File: src/rtl/lcd_timing_pkg.sv
// ---------------------------------------------------------------------------
// lcd_timing_pkg : default 800x480 raster constants and line geometry helper
// Rev 1.0
// ---------------------------------------------------------------------------
`default_nettype none

package lcd_timing_pkg;

   localparam int unsigned C_H_ACTIVE = 800;
   localparam int unsigned C_H_SYNC   = 48;
   localparam int unsigned C_H_BP     = 40;
   localparam int unsigned C_H_FP     = 40;
   localparam int unsigned C_V_ACTIVE = 480;
   localparam int unsigned C_V_SYNC   = 3;
   localparam int unsigned C_V_BP     = 29;
   localparam int unsigned C_V_FP     = 13;
   localparam int unsigned C_PREFETCH = 16;

   // Line geometry in CLKs: total, first active pixel, writer window start.
   typedef struct packed {
      logic [31:0] ht;
      logic [31:0] a0;
      logic [31:0] w0;
   } lcd_geom_t;

   function automatic lcd_geom_t calc_geom(input int unsigned h_active,
                                           input int unsigned h_sync,
                                           input int unsigned h_bp,
                                           input int unsigned h_fp,
                                           input int unsigned prefetch);
      lcd_geom_t g;
      g.ht = 32'(2 * (h_sync + h_bp + h_active + h_fp));
      g.a0 = 32'(2 * (h_sync + h_bp));
      g.w0 = g.a0 - 32'd2 - 32'(prefetch);
      return g;
   endfunction

endpackage

`default_nettype wire

File: src/rtl/lcd_timing_gen.sv
// ---------------------------------------------------------------------------
// lcd_timing_gen : hc/vc raster counters and registered window decodes
// Rev 1.0
// ---------------------------------------------------------------------------
`default_nettype none

module lcd_timing_gen
   import lcd_timing_pkg::*;
#(
   parameter int unsigned H_ACTIVE = C_H_ACTIVE,
   parameter int unsigned H_SYNC   = C_H_SYNC,
   parameter int unsigned H_BP     = C_H_BP,
   parameter int unsigned H_FP     = C_H_FP,
   parameter int unsigned V_ACTIVE = C_V_ACTIVE,
   parameter int unsigned V_SYNC   = C_V_SYNC,
   parameter int unsigned V_BP     = C_V_BP,
   parameter int unsigned V_FP     = C_V_FP,
   parameter int unsigned PREFETCH = C_PREFETCH
) (
   input  logic clk,
   input  logic rst_n,
   output logic hsync,
   output logic vsync,
   output logic lcd_hs,
   output logic lcd_vs,
   output logic lcd_pclk,
   output logic pop_due_next,
   output logic de_next
);

   localparam lcd_geom_t   C_GEOM = calc_geom(H_ACTIVE, H_SYNC, H_BP, H_FP, PREFETCH);
   localparam int unsigned C_VT   = V_SYNC + V_BP + V_ACTIVE + V_FP;
   localparam int unsigned C_HC_W = $clog2(C_GEOM.ht);
   localparam int unsigned C_VC_W = $clog2(C_VT);

   localparam logic [C_HC_W-1:0] C_HT_M1  = C_HC_W'(C_GEOM.ht - 1);
   localparam logic [C_HC_W-1:0] C_A0     = C_HC_W'(C_GEOM.a0);
   localparam logic [C_HC_W-1:0] C_DE_HI  = C_HC_W'(C_GEOM.a0 + 2 * H_ACTIVE - 1);
   localparam logic [C_HC_W-1:0] C_POP_LO = C_HC_W'(C_GEOM.a0 - 2);
   localparam logic [C_HC_W-1:0] C_POP_HI = C_HC_W'(C_GEOM.a0 + 2 * H_ACTIVE - 3);
   localparam logic [C_HC_W-1:0] C_WIN_LO = C_HC_W'(C_GEOM.w0);
   localparam logic [C_HC_W-1:0] C_WIN_HI = C_HC_W'(C_GEOM.w0 + 2 * H_ACTIVE - 1);
   localparam logic [C_HC_W-1:0] C_HS_END = C_HC_W'(2 * H_SYNC);
   localparam logic [C_VC_W-1:0] C_VT_M1  = C_VC_W'(C_VT - 1);
   localparam logic [C_VC_W-1:0] C_VA_LO  = C_VC_W'(V_SYNC + V_BP);
   localparam logic [C_VC_W-1:0] C_VA_HI  = C_VC_W'(V_SYNC + V_BP + V_ACTIVE - 1);
   localparam logic [C_VC_W-1:0] C_VS_END = C_VC_W'(V_SYNC);

   logic [C_HC_W-1:0] hc_q, hc_d;
   logic [C_VC_W-1:0] vc_q, vc_d;
   logic              hsync_q, hsync_d;
   logic              vsync_q, vsync_d;
   logic              lcd_hs_q, lcd_hs_d;
   logic              lcd_vs_q, lcd_vs_d;
   logic              pclk_q, pclk_d;
   logic              line_act;

   // Every decode is taken from the next count so the registered flags
   // change on the same edge as hc/vc.
   always_comb begin
      hc_d = hc_q + C_HC_W'(1);
      vc_d = vc_q;
      if (hc_q == C_HT_M1) begin
         hc_d = '0;
         vc_d = (vc_q == C_VT_M1) ? '0 : vc_q + C_VC_W'(1);
      end
      line_act     = (vc_d >= C_VA_LO) && (vc_d <= C_VA_HI);
      pop_due_next = line_act && (hc_d >= C_POP_LO) && (hc_d <= C_POP_HI);
      de_next      = line_act && (hc_d >= C_A0) && (hc_d <= C_DE_HI);
      hsync_d      = !(line_act && (hc_d >= C_WIN_LO) && (hc_d <= C_WIN_HI));
      vsync_d      = !line_act;
      lcd_hs_d     = (hc_d >= C_HS_END);
      lcd_vs_d     = (vc_d >= C_VS_END);
      pclk_d       = hc_d[0];
   end

   always_ff @(posedge clk or negedge rst_n) begin
      if (!rst_n) begin
         hc_q     <= '0;
         vc_q     <= '0;
         hsync_q  <= 1'b1;
         vsync_q  <= 1'b1;
         lcd_hs_q <= 1'b0;
         lcd_vs_q <= 1'b0;
         pclk_q   <= 1'b0;
      end else begin
         hc_q     <= hc_d;
         vc_q     <= vc_d;
         hsync_q  <= hsync_d;
         vsync_q  <= vsync_d;
         lcd_hs_q <= lcd_hs_d;
         lcd_vs_q <= lcd_vs_d;
         pclk_q   <= pclk_d;
      end
   end

   assign hsync    = hsync_q;
   assign vsync    = vsync_q;
   assign lcd_hs   = lcd_hs_q;
   assign lcd_vs   = lcd_vs_q;
   assign lcd_pclk = pclk_q;

endmodule

`default_nettype wire

File: src/rtl/lcd_scan_reader.sv
// ---------------------------------------------------------------------------
// lcd_scan_reader : line-FIFO consumer driving a parallel RGB565 panel
// Rev 1.0
// ---------------------------------------------------------------------------
`default_nettype none

module lcd_scan_reader
   import lcd_timing_pkg::*;
#(
   parameter int unsigned H_ACTIVE = C_H_ACTIVE,
   parameter int unsigned H_SYNC   = C_H_SYNC,
   parameter int unsigned H_BP     = C_H_BP,
   parameter int unsigned H_FP     = C_H_FP,
   parameter int unsigned V_ACTIVE = C_V_ACTIVE,
   parameter int unsigned V_SYNC   = C_V_SYNC,
   parameter int unsigned V_BP     = C_V_BP,
   parameter int unsigned V_FP     = C_V_FP,
   parameter int unsigned PREFETCH = C_PREFETCH
) (
   input  logic        CLK,
   input  logic        nRST,
   output logic        HSYNC,
   output logic        VSYNC,
   output logic        FIFORd,
   input  logic [7:0]  FIFOData,
   input  logic        FIFOEmpty,
   input  logic        ClrUnderrun,
   output logic        Underrun,
   output logic        LCD_PCLK,
   output logic        LCD_HS,
   output logic        LCD_VS,
   output logic        LCD_DE,
   output logic [15:0] LCD_RGB
);

   logic        pop_due_next;
   logic        de_next;
   logic        due_q, due_d;
   logic        fifo_rd_q, fifo_rd_d;
   logic        underrun_q, underrun_d;
   logic        de_q, de_d;
   logic [7:0]  hi_q, hi_d;
   logic [15:0] rgb_q, rgb_d;
   logic [7:0]  pop_byte;

   lcd_timing_gen #(
      .H_ACTIVE (H_ACTIVE),
      .H_SYNC   (H_SYNC),
      .H_BP     (H_BP),
      .H_FP     (H_FP),
      .V_ACTIVE (V_ACTIVE),
      .V_SYNC   (V_SYNC),
      .V_BP     (V_BP),
      .V_FP     (V_FP),
      .PREFETCH (PREFETCH)
   ) u_timing (
      .clk          (CLK),
      .rst_n        (nRST),
      .hsync        (HSYNC),
      .vsync        (VSYNC),
      .lcd_hs       (LCD_HS),
      .lcd_vs       (LCD_VS),
      .lcd_pclk     (LCD_PCLK),
      .pop_due_next (pop_due_next),
      .de_next      (de_next)
   );

   // The pop window starts on an even hc, so LCD_PCLK (hc odd) marks the
   // low-byte slot of each pixel.
   always_comb begin
      due_d      = pop_due_next;
      fifo_rd_d  = pop_due_next & ~FIFOEmpty;
      underrun_d = (pop_due_next & FIFOEmpty) | (underrun_q & ~ClrUnderrun);
      de_d       = de_next;
      pop_byte   = fifo_rd_q ? FIFOData : 8'h00;
      hi_d       = hi_q;
      rgb_d      = rgb_q;
      if (due_q && !LCD_PCLK) begin
         hi_d = pop_byte;
      end
      if (due_q && LCD_PCLK) begin
         rgb_d = {hi_q, pop_byte};
      end
      if (!de_next) begin
         rgb_d = '0;
      end
   end

   always_ff @(posedge CLK or negedge nRST) begin
      if (!nRST) begin
         due_q      <= 1'b0;
         fifo_rd_q  <= 1'b0;
         underrun_q <= 1'b0;
         de_q       <= 1'b0;
         hi_q       <= '0;
         rgb_q      <= '0;
      end else begin
         due_q      <= due_d;
         fifo_rd_q  <= fifo_rd_d;
         underrun_q <= underrun_d;
         de_q       <= de_d;
         hi_q       <= hi_d;
         rgb_q      <= rgb_d;
      end
   end

   assign FIFORd   = fifo_rd_q;
   assign Underrun = underrun_q;
   assign LCD_DE   = de_q;
   assign LCD_RGB  = rgb_q;

endmodule

`default_nettype wire
File: config.mk
export PLATFORM = sky130hd
export DESIGN_NAME = lcd_scan_reader
export DESIGN_NICKNAME = d
export VERILOG_FILES = /design/src/rtl/lcd_timing_pkg.sv /design/src/rtl/lcd_timing_gen.sv /design/src/rtl/lcd_scan_reader.sv
export SDC_FILE = /design/constraint.sdc
export NUM_CORES = 1
export LEC_CHECK = 0
export BUFFER_PORTS_ARGS = -buffer_cell sky130_fd_sc_hd__clkbuf_2
export CORE_ASPECT_RATIO = 0.5
export CORE_UTILIZATION = 46
export DETAILED_ROUTE_END_ITERATION = 16
export HOLD_SLACK_MARGIN = 0.12
export PLACE_DENSITY = 0.73
export SYNTH_ARGS = -nofsm -noshare
export SYNTH_HDL_FRONTEND = slang
export SYNTH_SLANG_ARGS = --single-unit
export TNS_END_PERCENT = 50
File: constraint.sdc
create_clock -name CLK -period 2.3 [get_ports CLK]
set_clock_uncertainty 0.1 [all_clocks]
set_input_delay 0.46 -clock CLK [delete_from_list [all_inputs] [get_ports CLK]]
set_output_delay 0.46 -clock CLK [all_outputs]
set_load 0.005 [all_outputs]
==> results of run 1 <==
==> sequential cells by signal, indices dropped and copies added (netlist names), 8 cells and up <==
signal / cells
LCD_RGB: 16
hi_q: 8
u_timing.hc_q: 11
u_timing.vc_q: 10
==> power by group <==
group / switching, mW / leakage, nW / total, mW / internal (mW)
Clock: 0.339 / 0.0631 / 0.743 / 0.404
Sequential: 0 / 0.669 / 0.932 / 0.932
Combinational: 0.0211 / 1.02 / 0.0329 / 0.0118
Total: 0.360 / 1.75 / 1.71 / 1.35
==> worst max-delay path, delay by kind of cell, from the launching register on <==
kind	cells	cell delay (ns)
DFF	1	0.46
and+or+nand+nor	4	1.17
AOI/OAI and AO/OA	2	0.43
==> cells in the final DEF (no fill, tap or decap), types with 6 or more instances in the layout <==
cell,n
dfrtp_2,7
nor3_1,6
clkbuf_2,35
mux2i_1,8
nand2_1,29
o21ai_0,13
nor2_1,18
clkbuf_16,6
nand3_1,14
nand4_1,7
buf_4,44
nor3_2,16
inv_1,12
a21oi_1,18
dfrtp_1,44
and2_1,6
==> layer usage <==
layer / GRT usage (%) / part of all wire [%]
met1: 29.53 / 43
met2: 42.69 / 49
met3: 4.325 / 5.8
met4: 8.242 / 1.9
met5: 0 / 0
==> path summary, 6_finish.rpt <==
| check | start | cells past startpoint | end |
|---|---|---|---|
| setup / recovery | u_timing.vc_q[8] | 6 | u_timing.lcd_vs |
| hold / removal | FIFOEmpty | 2 | FIFORd |
| setup reg to reg | u_timing.vc_q[8] | 6 | u_timing.lcd_vs |
| hold reg to reg | hi_q[6] | 2 | hi_q[6] |
| max in group asynchronous | nRST | 3 | u_timing.hsync |
| min in group asynchronous | nRST | 3 | u_timing.vc_q[2] |
==> layout make-up <==
type / instances / area [um2] / area share [%]
Clock buffer: 6 / 128.9 / 3.239
Inverter: 14 / 52.55 / 1.321
Multi-Input combinational cell: 230 / 1723 / 43.30
Clock inverter: 2 / 15.01 / 0.3774
Tap cell: 88 / 110.1 / 2.767
Sequential cell: 53 / 1338 / 33.62
Timing Repair Buffer: 85 / 611.8 / 15.38
==> cell families (layout without fill, tap and decap cells) <==
| family | Yosys count | in the layout | share of synthesized area (%) |
|---|---|---|---|
| simple gates | 128 | 128 | 25.24 |
| compound gates | 81 | 81 | 18.06 |
| flops | 53 | 53 | 44.60 |
| buf+inv | 32 | 107 | 4.956 |
| xor+xnor | 8 | 8 | 2.352 |
| mux | 8 | 8 | 2.688 |
| fa+ha+maj | 5 | 5 | 2.100 |
==> repair_timing <==
| action | in CTS | in global routing |
|---|---|---|
| setup buffers | 1 | 4 |
| cloned | 1 | 0 |
| hold buffers | 1 | 0 |
| setup endpoints to repair | 19 | 23 |
| hold endpoints to repair | 51 | 0 |
| resized for setup | 22 | 33 |
| pin swaps | 7 | 10 |
==> results.txt, run 1 <==
Outcome: finished, violations left
Failing checks: negative setup slack
Mapped cell area: 0.002979 mm2
Largest net degree at the start of global routing: 54
Leakage: 1.755 nW
Starting density of the core: 48.39%
Synth top area share: 42.84%
WL per Instance: 16.73 um
Cells after Synth: 315
Fillcell total: 487
Post-Syn Nets: 332
Reg2reg setup slack: -0.0001 ns
Die X: 115.8 um
Yosys warning count: 0
Max-Cap Viols: 0
Relative slew slack: 64.77%
Top cells by area, synth: dfrtp_1, nand2_1, a21oi_1, nor3_2, o21ai_0
Number of synthesized flops with an enable pin: 0
Final Cycle Share: 100.0%
Hold Path Class: in2reg
Yosys reg bits: 53
I/O Pins: 36
DP HPWL: 5417 um
# port buffers: 35
Design area: 0.003979 mm2
Power, Total: 1.708 mW
CTS Buf Count: 5
Unrepaired setup endpoints after global routing: yes
Total gr overflow: 0
Syn avg cell area: 9.457 um2
Final Non-Filler Cells: 478
Worst Setup Start Kind: register
Initial antenna violation count: 0
H-tree depth: 2
Count of final hold-check violations: 0
Slew @ Worst Pin: 0.5274 ns
Post-synth top cells: dfrtp_1, nand2_1, a21oi_1
TritonCTS clock tree: done
Leading area contributor after synthesis: dfrtp_1
Slowest-stage cell, CP: nor3b_1
Number of remaining DRC errors: 0
Aggregate global-route resource usage: 23.87%
WL final: 7995 um
Sink Count: 53
DRT iter0 DRCs: 169
Commonest register cell after synthesis: dfrtp_1
PD cells: 429.2 mW/mm2
VDD IR max: 0.2298 mV
# nets final: 406
Max Fclk: 434.8 MHz
Placed instance count: 463
Die Span Y: 58.91 um
Register area share after synthesis: 44.60%
Worst endpoint required time: 2.36 ns
Final critical-path required period: 2.300 ns
Worst Path Class, Setup: reg2reg
CP endpoint kind: register
Worst-path clk slew: 0.07 ns
Placed Area: 0.003543 mm2
Final ANT Viol Nets: 0
Count leader, synth: dfrtp_1
Setup Slack @ Placement: -0.07560 ns
GP Congestion: 0.9227
First-pass GRT wire length: 12450 um
Critical path's largest stage delay: 0.50 ns
Site Rows: 20
Arr. time, crit path: 2.36 ns
Vias per inst: 5.835
Final setup margin: -0.0001494 ns
Die area: 0.006822 mm2
Min Hold Slack: 0.2438 ns
Cell-by-cell listing of the critical path: nor3b_1 -> nand3_4 -> a21o_1 -> a32o_1 -> nor4_2 -> nand3_1
Max-slew violations: 0
Clk_lat worst skew: 0.29 ns
Setup tns final: -0.0001494 ns
ANT cells: 0
CTS root buf: clkbuf_16
Vias in the first global route: 2680
Total iterations of the first detailed-routing run: 7
Netlist cell types: 63
Final Util: 64.63%
Asr flop ratio synth: 100.0%
Core Area: 0.006156 mm2
Final Setup Violations: 1
Area Overhead vs Synth: 33.56%
Fraction of layout cells with a size suffix above 1: 38.72%
Max Root-Sink Buffers: 2
Crit Path Max Fanout: 7
Via count: 2789
Power figures use the tool's default switching activity.
==> inputs of run 2 (changes only) <==
Settings changed: PLACE_DENSITY 0.73 to 0.75.
==> run 2 against run 1 <==
Net effect:
- design area fell by 1.1%
- total power fell by 0.34%
- critical endpoint is now LCD_RGB[3]
- the run now ends clean
- wire length fell by 1.7%
- hold slack improved by 0.0018 ns
- highest routed layer unchanged
- sequential share of layout area rose by 0.23 points
- clock power fell by 0.8%
- sequential cell count did not move
- critical path type unchanged
- count of clock-buffer cells in the layout did not move
==> results.txt, run 2 (synthesized netlist as in run 1, its figures left out) <==
Outcome: completed
Kind of cell adding the most delay to the critical path: simple AND/OR/NAND/NOR gates
DRT iter0 DRCs: 174
Most frequent cells in the layout: dfrtp_1, buf_4, clkbuf_2
CTS Buf Count: 5
TritonCTS clock tree: done
Worst endpoint required time: 2.41 ns
Worst Setup Start Kind: register
Number of remaining DRC errors: 0
Int Pwr: 1.348 mW
First-pass GRT wire length: 12830 um
ANT cells: 0
VDD IR max: 0.2564 mV
Critical path's largest stage delay: 0.41 ns
Worst-path clk slew: 0.07 ns
Total gr overflow: 0
GP Congestion: 0.9665
Buf+Inv Stages, Crit Path: 3
Site Rows: 20
Final Cycle Share: 99.95%
Commonest non-fill, non-tap cell in the layout: dfrtp_1
Vias in the first global route: 2747
Slew @ Worst Pin: 0.5128 ns
Die Span Y: 58.91 um
Sink Count: 53
Relative slew slack: 65.73%
CP endpoint kind: register
Starting density of the core: 48.39%
Final critical-path required period: 2.299 ns
Crit Path Max Fanout: 17
Final ANT Viol Nets: 0
Reg2reg setup slack: 0.001 ns
Max-slew violations: 0
Final Setup Violations: 0
Die area: 0.006822 mm2
Sequential Area: 0.001331 mm2
I/O Pins: 36
WL final: 7857 um
Largest net degree at the start of global routing: 54
Sw power: 0.3544 mW
Multi-input logic area: 0.001699 mm2
Clk pwr share: 43.3%
Worst Path Class, Setup: reg2reg
Count of final hold-check violations: 0
Hold Path Class: in2reg
PD cells: 432.7 mW/mm2
Die X: 115.8 um
Max Root-Sink Buffers: 2
Total iterations of the first detailed-routing run: 4
Clk_lat worst skew: 0.29 ns
Cell-by-cell listing of the critical path: buf_4 -> nand4_1 -> buf_6 -> nor3b_1 -> o311a_1 -> nor4b_2 -> a211oi_2 -> buf_12 -> nor3_1
Area Overhead vs Synth: 32.05%
Max-Cap Viols: 0
WL per Instance: 16.54 um
Final Util: 63.90%
Vias per inst: 5.855
Net Sw Frac: 20.82%
Core Area: 0.006156 mm2
Placed instance count: 460
Max Fclk: 435.0 MHz
Via count: 2781
Final Non-Filler Cells: 475
Combinational Power Share: 2.0%
Max reg flops: 16
Initial antenna violation count: 0
Unrepaired setup endpoints after global routing: yes
CTS root buf: clkbuf_16
Placed Area: 0.003521 mm2
Leakage: 1.749 nW
Fraction of layout cells with a size suffix above 1: 34.88%
Design area: 0.003934 mm2
# nets final: 403
H-tree depth: 2
DP HPWL: 5416 um
Slowest-stage cell, CP: dfrtp_1
Arr. time, crit path: 2.41 ns
Aggregate global-route resource usage: 24.90%
# port buffers: 35
Part of the power in registers: 54.7%
Fillcell total: 476
==> run 2: changes by cell type in the layout (fill, tap and decap cells not counted), sizes merged <==
cell,before,now
buf,48,45
==> run 2: final timing paths <==
path,startpoint,depth (start not counted),end
setup / recovery,u_timing.hc_q[4],9,LCD_RGB[3]
hold / removal,FIFOEmpty,2,FIFORd
setup reg to reg,u_timing.hc_q[4],9,LCD_RGB[3]
hold reg to reg,hi_q[5],2,hi_q[5]
max in group asynchronous,nRST,3,u_timing.vsync
min in group asynchronous,nRST,3,u_timing.hc_q[10]
==> run 2: area by class of cell <==
cell class / instances / share of cell area (%)
multi-input combinational: 230 / 43.19
tap: 88 / 2.799
clock buffer: 6 / 3.276
inverter: 14 / 1.336
clock inverter: 2 / 0.3817
timing repair buffer: 82 / 15.17
sequential: 53 / 33.84
==> run 2: metal layers <==
layer	part of all wire, %	GRT usage [%]	vias up
met1	43	30.44	1379
met3	5.3	4.531	13
li1	-	-	1296
met2	50	44.22	93
met5	0	0	-
met4	1.6	10.07	0
==> run 2: per-stage QoR <==
stage / setup WS [ns] / setup TNS (ns) / power (mW) / hold slack (ns)
finish: 0.001086 / 0 / 1.702 / 0.2456
global route: -0.1139 / -1.995 / 1.757 / 0.2417
CTS: 0.001253 / 0 / 1.716 / 0.2401
detailed placement: -0.06047 / -0.4462 / 0.9828 / 0.3770
global placement: -0.05604 / -0.1246 / 0.9817 / 0.3642
floorplan: -0.02018 / -0.02018 / 0.9506 / 0.06441
==> run 2: worst register-to-register path: cells and delay by family, from the launching register on <==
family | cells | cell delay, ns
buffers and inverters | 3 | 0.49
AO/OA/AOI/OAI | 2 | 0.48
AND/OR/NAND/NOR | 4 | 0.72
flip-flops | 1 | 0.41
==> run 2: power groups by stage <==
stage                     clock network [mW]  registers, mW  logic, mW
after floorplan                            0          0.950   0.000791
after global placement                     0          0.949     0.0322
after detailed placement                   0          0.949     0.0333
after CTS                              0.749          0.932     0.0348
after global routing                   0.787          0.931     0.0383
final                                  0.737          0.932     0.0334
==> run 2: timing repair <==
action	CTS	global route
pin swaps	5	8
gates resized for setup	22	21
setup endpoints to repair	21	22
gates cloned	1	0
hold endpoints to repair	51	0
hold buffers	1	0
buffers inserted	4	1
==> inputs of run 3 (changes only) <==
Settings changed: REMOVE_ABC_BUFFERS set to 1, SYNTH_HIERARCHICAL set to 1.
==> run 3 against run 2 <==
Net effect:
- the run now ends with negative setup slack left
- global-route usage up 0.35 points
- utilization up 3.1 points
- hold slack better by 0.027 ns
- sequential power about the same
- non-clock buffer count up 41
- sequential share of layout area down 4.2 points
- first-iteration DRC count up 140%
- synthesized cell count up 3.5%
- total power up 6.9%
- sequential cell count unchanged
- critical endpoint is now Underrun
- largest power group unchanged
==> results.txt, run 3 <==
Number of synthesized flops with an enable pin: 0
Syn avg cell area: 9.791 um2
CP Capture Point: Underrun
Clk pwr share: 46.9%
Cells after Synth: 326
Leakage: 2.065 nW
Top cells by area, synth: dfrtp_1, a21bo_1, inv_1, nand3_1, a21oi_2
Crit Path Max Fanout: 7
Initial antenna violation count: 0
Sink Count: 53
Unrepaired setup endpoints after global routing: yes
Most frequent cells in the layout: buf_4, dfrtp_1, clkbuf_2
Max-Cap Viols: 0
Net Sw Frac: 19.85%
Relative slew slack: 72.08%
Synth top area share: 39.98%
Max Root-Sink Buffers: 2
ANT cells: 0
Int Pwr: 1.458 mW
Setup tns final: -4.204 ns
Worst Path Class, Setup: reg2reg
Max-slew violations: 0
Worst Setup Start Kind: register
Leading area contributor after synthesis: dfrtp_1
Die area: 0.007296 mm2
GP Congestion: 0.8892
Combinational Power Share: 1.9%
Crit path from: u_timing/hc_q[0]
Vias in the first global route: 2993
Failing checks: negative setup slack
Number of remaining DRC errors: 0
Part of the power in registers: 51.2%
Core Area: 0.006700 mm2
Final setup margin: -0.2757 ns
Buf+Inv Stages, Crit Path: 1
Most common cell on crit path: a21o_1
I/O Pins: 36
Commonest non-fill, non-tap cell in the layout: buf_4
RR Startpoint: u_timing/hc_q[0]
Mapped cell area: 0.003192 mm2
Power, Total: 1.819 mW
TritonCTS clock tree: done
WL final: 9646 um
Site Rows: 21
Register area share after synthesis: 41.63%
# port buffers: 35
Clk_lat worst skew: 0.29 ns
Total iterations of the first detailed-routing run: 5
Area Overhead vs Synth: 40.57%
Final critical-path required period: 2.576 ns
Count of final hold-check violations: 0
WL per Instance: 18.30 um
Vias per inst: 5.905
Commonest register cell after synthesis: dfrtp_1
Critical Path Stages: 10
Worst endpoint required time: 2.41 ns
Starting density of the core: 47.64%
Die Span Y: 60.90 um
Die X: 119.8 um
Aggregate global-route resource usage: 25.24%
CTS Buf Count: 5
CTS root buf: clkbuf_16
Final Util: 66.97%
Arr. time, crit path: 2.69 ns
Outcome: finished, violations left
# nets final: 452
Slew @ Worst Pin: 0.4188 ns
Max reg flops: 16
CP endpoint kind: register
Count leader, synth: dfrtp_1
First-pass GRT wire length: 14300 um
Setup Slack @ Placement: -0.4589 ns
Crit Reg-Reg Endpoint: Underrun
Via count: 3112
Post-synth top cells: dfrtp_1, inv_1, nand2_1
Final Setup Violations: 22
DP HPWL: 5456 um
H-tree depth: 2
Cell-by-cell listing of the critical path: ha_4 -> and3_4 -> buf_6 -> nand3_2 -> a21o_1 -> a21o_1 -> or4_4 -> a211oi_4 -> nand2_1 -> o21ai_1
Final Cycle Share: 112.0%
Kind of cell adding the most delay to the critical path: simple AND/OR/NAND/NOR gates
Hold Path Class: in2reg
DRT iter0 DRCs: 421
Total gr overflow: 0
Max Fclk: 388.2 MHz
Sw power: 0.3612 mW
VDD IR max: 0.2757 mV
PD cells: 405.5 mW/mm2
Largest net degree at the start of global routing: 33
Slowest-stage cell, CP: or4_4
FF-to-FF path depth: 10
Fraction of layout cells with a size suffix above 1: 45.29%
Final ANT Viol Nets: 0
Yosys warning count: 6
Asr flop ratio synth: 100.0%
Critical path's largest stage delay: 0.45 ns
Yosys reg bits: 53
Reg2reg setup slack: -0.28 ns
Worst-path clk slew: 0.07 ns
Netlist cell types: 67
[run 3: cell types whose count changed in the layout (fill, tap and decap cells not counted), moves of 6 or more]
| cell | before | now |
|---|---|---|
| nand2_1 | 29 | 21 |
| a21oi_1 | 20 | 7 |
| buf_4 | 39 | 79 |
| a21oi_2 | 1 | 16 |
| nor2_1 | 18 | 9 |
| nor3_2 | 16 | 3 |
| a21bo_1 | 0 | 14 |
| inv_1 | 13 | 24 |
| nand4_1 | 7 | 13 |
[run 3: worst min-delay path by stage]
| stage | from | to | slack (ns) | depth (start not counted) |
|---|---|---|---|---|
| 2_1_floorplan | nRST | FIFORd | 0.06 | 0 |
| 3_3_place_gp | nRST | LCD_RGB[9] | 0.15 | 1 |
| 3_5_place_dp | nRST | LCD_RGB[9] | 0.15 | 1 |
| 4_1_cts | FIFOEmpty | FIFORd | 0.23 | 2 |
| 5_1_grt | ClrUnderrun | Underrun | 0.26 | 2 |
| 6_report | ClrUnderrun | Underrun | 0.27 | 2 |
[run 3: power groups by stage]
stage	combinational [mW]	clock [mW]	sequential [mW]
after floorplan	0.000108	0	0.950
after global placement	0.0312	0	0.949
after detailed placement	0.0329	0	0.949
after CTS	0.0343	0.858	0.932
after global routing	0.0395	0.904	0.931
final	0.0348	0.853	0.932
[run 3: through the flow]
step                      std cells  cell area, um2  hold WS (ns)
after floorplan                 304            3027       0.06441
after global placement          499            3827        0.1523
after detailed placement        499            3827        0.1539
after CTS                       525            4383        0.2323
after global routing            527            4487        0.2555
final                           527            4487        0.2724
[run 3: layer usage]
layer / wire, um / global-route usage [%] / share of wire [%]
met1: 4014 / 30.92 / 42
met2: 4638 / 46.41 / 48
met3: 536 / 3.947 / 5.6
met4: 456 / 9.821 / 4.7
met5: 0 / 0 / 0
[run 3: cell type report]
class | instances | area, um2
fill | 446 | 2213
multi-input combinational | 224 | 1874
sequential | 53 | 1330
timing repair buffer | 123 | 898.4
clock buffer | 6 | 128.9
tap | 92 | 115.1
inverter | 27 | 101.3
clock inverter | 2 | 38.79
[run 3: cell families (layout without fill, tap and decap cells)]
kind of cell / count (synthesis) / after routing / synth area share [%]
simple gates: 111 / 111 / 21.13
compound gates: 86 / 86 / 20.38
flops: 53 / 53 / 41.63
buf+inv: 49 / 158 / 8.349
xor+xnor: 12 / 12 / 3.293
mux: 9 / 9 / 2.862
fa+ha+maj: 6 / 6 / 2.352
[run 3: repair_timing]
action,4_1_cts,5_1_grt
cloned,2,0
setup buffers,15,2
pin swaps,15,9
hold endpoints to repair,24,0
hold buffers,1,0
endpoints found under the setup margin,23,22
resized for setup,51,16
[run 3: worst register-to-register path, delay by kind of cell, from the launching register on]
kind | cells | cell delay [ns]
adders and majority gates | 1 | 0.16
AOI/OAI and AO/OA | 4 | 0.81
DFF | 1 | 0.43
and+or+nand+nor | 4 | 0.87
buffers and inverters | 1 | 0.14
